### src/rtl/clock_multiplier.sv
// Phase-accumulator clock generator: gated_clk runs at M_eff*f/2^W, glitch-free stop/start (CLKMUL_ENABLE_SYNC_EN adds a 2-flop enable synchronizer).
// Output is a flop, one edge after the phase update; no backpressure, rate changes land on the next phase wrap.
module clock_multiplier #(
    parameter int MAX_MULTIPLIER = 4
) (
    input  logic                              clk_in,
    input  logic                              rst_n,
    input  logic                              enable,
    input  logic [$clog2(MAX_MULTIPLIER)-1:0] multiplier,
    output logic                              gated_clk
);
    localparam int MW = $clog2(MAX_MULTIPLIER);
    localparam int W  = MW + 1;
    localparam logic [W-1:0] MAX_W = W'(MAX_MULTIPLIER);

    logic [W-1:0] phase_q, phase_d;
    logic [W-1:0] m_eff_q, m_eff_d;
    logic [W-1:0] m_dec;
    logic [W:0]   sum;
    logic         en_s;

`ifdef CLKMUL_ENABLE_SYNC_EN
    logic [1:0] en_sync_q;

    always_ff @(posedge clk_in or negedge rst_n) begin
        if (!rst_n) begin
            en_sync_q <= 2'b00;
        end else begin
            en_sync_q <= {en_sync_q[0], enable};
        end
    end

    assign en_s = en_sync_q[1];
`else
    assign en_s = enable;
`endif

    always_comb begin
        m_dec   = (multiplier == '0) ? MAX_W : {1'b0, multiplier};
        sum     = {1'b0, phase_q} + {1'b0, m_eff_q};
        phase_d = sum[W-1:0];
        m_eff_d = m_eff_q;
        if (en_s) begin
            if (sum[W]) begin
                m_eff_d = m_dec;
            end
        end else begin
            m_eff_d = m_dec;
            // Let a high phase run to completion, then park at zero.
            if (!phase_q[W-1] || !sum[W-1] || sum[W]) begin
                phase_d = '0;
            end
        end
    end

    always_ff @(posedge clk_in or negedge rst_n) begin
        if (!rst_n) begin
            phase_q <= '0;
            m_eff_q <= W'(1);
        end else begin
            phase_q <= phase_d;
            m_eff_q <= m_eff_d;
        end
    end

    assign gated_clk = phase_q[W-1];

endmodule

### config.mk
export PLATFORM = sky130hd
export DESIGN_NAME = clock_multiplier
export DESIGN_NICKNAME = d
export VERILOG_FILES = /design/src/rtl/clock_multiplier.sv
export SDC_FILE = /design/constraint.sdc
export NUM_CORES = 1
export LEC_CHECK = 0
export CORE_AREA = 2 2 39 41
export DETAILED_ROUTE_END_ITERATION = 12
export DIE_AREA = 0 0 41 43
export GPL_ROUTABILITY_DRIVEN = 1
export PLACE_DENSITY = 0.43
export SLEW_MARGIN = 20
export SYNTH_ARGS = -nofsm -noshare
export SYNTH_HDL_FRONTEND = slang
export SYNTH_SLANG_ARGS = --single-unit
### constraint.sdc
create_clock -name clk_in -period 5.2 [get_ports clk_in]
set_clock_uncertainty 0.2 [all_clocks]
set_input_delay 1.04 -clock clk_in [delete_from_list [all_inputs] [get_ports clk_in]]
set_output_delay 1.04 -clock clk_in [all_outputs]
set_load 0.01 [all_outputs]
-- After elaboration in Yosys (flattened, before gate mapping)
Cells that the tools add are included.
- reductions and logical operators: 5
- $add $sub $neg: 1
- equality and inequality tests: 1
- muxes and demuxes: 5
- operators by type and width (operator ; number):
    two-way mux 3 bit ; 5
    adder 3 x 3 -> 4 bit ; 1
    logical NOT 1 bit ; 2
    logical NOT 2 bit ; 1
    logical OR 1 bit ; 2
    != test 2 x 1 -> 1 bit, second input constant ; 1
- logic and storage cells: 14
- bits of input ports: 5
- output and inout port bits: 1
- bits in registers: 6

-- Longest topological paths before layout
- depth after elaboration: 6
- depth in mapped cells: 6
- mapped depth without buffers: 6

-- Worst setup path before layout
No wires, ideal clock.
- path kind: register to register
- start: register m_eff_q[0]
- end: register phase_q[0]
- stages on the path, launching flop included: 7
- path buffers: 0
- library setup time: 0.132 ns
- arrival: 1.693 ns
- data required time: 4.868 ns
- path slack: 3.174 ns
- clock period less this slack: 2.026 ns
- cell sequence: dfstp_2 > ha_1 > inv_1 > fa_1 > and4b_2 > a221oi_1 > nor2b_1
- longest elaborated chain between the ends: 6
- ends and longest elaborated chain (what ; RTL line ; RTL):
    start, declared ; 17 ; logic [W-1:0] m_eff_q, m_eff_d;
    start signal, assigned ; 62 ; m_eff_q <= m_eff_d;
    adder 3 x 3 -> 4 bit (*) ; 40 ; sum = {1'b0, phase_q} + {1'b0, m_eff_q};
    logical NOT 1 bit ; 50 ; if (!phase_q[W-1] || !sum[W-1] || sum[W]) begin
    logical OR 1 bit (2 in series) ; 50 ;
    two-way mux 3 bit ; 50 ;
    two-way mux 3 bit (*) ; 43 ; if (en_s) begin
    named net phase_d[0] ; 16 ; logic [W-1:0] phase_q, phase_d;
    end signal, assigned ; 61 ; phase_q <= phase_d;
    end, declared ; 16 ;
The timed path passes the listed nets; every way through them passes the cells marked *.
A chain may end at the register's enable or synchronous reset.

-- Worst setup path after layout
- start: register phase_q[2]
- end: output gated_clk
- RTL lines (what ; RTL line ; RTL):
    end, declared ; 10 ; output logic gated_clk
No word-level cell between the ends.

==> metrics.md <==
| Metric | Value |
|---|---|
| Mean Syn Cell Area | `11.9 sq um` |
| Max Transition Viols Final | `0` |
| Wirelength per Cell | `10.8 microns` |
| Post-route ant nets | `0` |
| Clock root cell | `clkbuf_4` |
| # port buffers | `5` |
| Reg-to-reg endpoint | `phase_q[1]` |
| Mapped Nets | `39` |
| Initial DRC Count | `0` |
| Distinct cells, synth | `15` |
| Clock-pin transition on the worst setup and hold timing paths | `0.05 ns` |
| RSZ-0062 raised after global routing | `no` |
| Gpl congestion | `0.692` |
| Commonest cells after routing, fill and taps aside | `5 x clkdlybuf4s50_1, 5 x dfrtp_1, 4 x inv_1` |
| CP max stage cell | `clkdlybuf4s50_1` |
| Worst skew pair latency | `0.25 ns` |
| CTS tree | `done` |
| Crit-path cells | `clkdlybuf4s50_1` |
| Worst EP required | `3.96 ns` |
| Total global routing overflow | `0` |
| Reg-to-Reg Start | `m_eff_q[0]` |
| Share of cells above drive strength 1 | `25.6%` |
| Peak Freq | `417 MHz` |
| CTS Buf Count | `3` |
| Least-Margin Pin Slew | `0.337 ns` |
| CP top delay family | `buffers and inverters` |
| Fin util | `32.8%` |
| Vias in the first global route | `256` |
| Initial core utilization | `25.9%` |
| Die height | `43 microns` |
| Clock sinks | `6` |
| H-tree Lvls | `1` |
| Antenna cells | `0` |
| WHS | `0.325 ns` |
| YS warnings | `0` |
| Total GRT Usage | `9.92%` |
| Setup slack, reg-to-reg | `3.03 ns` |
| Mapped cell area | `358 sq um` |
| Post-route DRC | `0` |
| CP Depth | `1` |
| Final Power | `224 uW` |
| Via Count | `234` |
| I/O pins | `6` |
| Post-CTS Hold Buffers | `0` |
| Total die area | `1760 sq um` |
| Largest stage delay, worst path | `0.54 ns` |
| Crit path DAT | `1.16 ns` |
| DR vias/cell | `4.25` |
| Setup Buffers After CTS | `0` |
| Largest net degree at the start of global routing | `7` |
| Sequential-to-total area share from yosys stat | `42.3%` |
| LEAKAGE | `0.207 nW` |
| Synth top area cells | `dfrtp_1 35%, mux2_4 13%, ha_1 10%` |
| First-pass GRT wire length | `1.11 mm` |
| Die X | `41 microns` |
| Critical path endpoint | `gated_clk` |
| Pre-CTS worst setup slack | `2.77 ns` |
| Setup tns final | `0 ns` |
| CTS Buffer Depth | `2` |
| Final WS setup | `2.80 ns` |
| Power Dens Cells | `493 nW/um^2` |
| Seq cells post-synth | `6` |
| Post-synth top area cell | `dfrtp_1` |
| Area grow syn2layout | `26.9%` |
| # setup viols final | `0` |
| CP bufs+invs | `1` |
| Outcome | `finished clean` |
| Critical path class | `reg -> out` |
| CP Max Fanout | `4` |
| Antenna violations before repair | `0` |
| Maxcap violations | `0` |
| Synth Instances | `30` |
| Worst Hold Class | `reg -> reg` |
| Core area | `1380 sq um` |
| # rows | `14` |
| Final wirelength | `594 microns` |
| Synth top area share | `35.0%` |
| Drt pass-1 iters | `1` |
| Critical Path Start | `phase_q[2]` |
| Final net count | `49` |
| Period utilization | `46.1%` |
| Worst slew margin | `77.5%` |
| Crit end category | `primary output` |
| CP startpoint kind | `flip-flop` |
| Final hold vios | `0` |
| Max VDD drop | `0.000211 V` |
| DP Wirelength | `516 microns` |
| Clock period minus worst slack | `2.40 ns` |
| Post-cts gate resize count | `0` |
| Reg2Reg Depth | `6` |
[sequential cells by signal, indices dropped and copies added, names as in the netlist]
| register | flops |
|---|---|
| m_eff_q | 3 |
| phase_q | 3 |
[logic make-up after synthesis]
group / synth area share, %
flops: 42.3
compound gates: 14.0
fa+ha+maj: 16.1
mux: 12.6
buf+inv: 5.24
simple gates: 9.79
[synthesized netlist by cell type]
cell and count:
mux2_4 3, a21oi_1 2, inv_1 4, a221oi_1 1, inv_2 1, fa_1 1
o2bb2ai_1 1, and4b_2 1, o211a_4 1, dfrtp_1 5, nor2b_1 2, nor2_1 3
dfstp_2 1, ha_1 3, o21ai_0 1
[routing by layer]
layer / wire [microns] / vias to the layer above / global-route usage [%]
met5: 0 / - / 0
met4: 0 / 0 / 4.00
met3: 11 / 0 / 4.71
met2: 283 / 4 / 13.1
met1: 299 / 108 / 13.5
li1: - / 122 / -
[worst min path at each step]
stage / from / end / slack, ns / cells past startpoint
final: m_eff_q[2] / m_eff_q[2] / 0.33 / 1
after global routing: m_eff_q[2] / m_eff_q[2] / 0.35 / 1
after detailed placement: m_eff_q[2] / m_eff_q[2] / 0.31 / 1
after CTS: m_eff_q[2] / m_eff_q[2] / 0.33 / 1
after global placement: m_eff_q[2] / m_eff_q[2] / 0.31 / 1
after floorplan: m_eff_q[2] / m_eff_q[2] / 0.29 / 1
[through the flow]
stage,std cells,cell area (sq um)
after floorplan,30,358
after global placement,51,428
after detailed placement,51,428
after CTS,55,454
after global routing,55,454
final,55,454
[cell type report]
type	instances	area, sq um
fill	146	930
multi-input combinational	19	188
sequential	6	151
timing repair buffer	5	50.0
clock buffer	4	26.3
tap	16	20.0
inverter	5	18.8
[power by group]
group,internal [mW],switching [mW]
registers,0.0648,0.0103
clock network,0.0291,0.0168
logic,0.0535,0.0491
total,0.147,0.0763
Power figures use the tool's default switching activity.
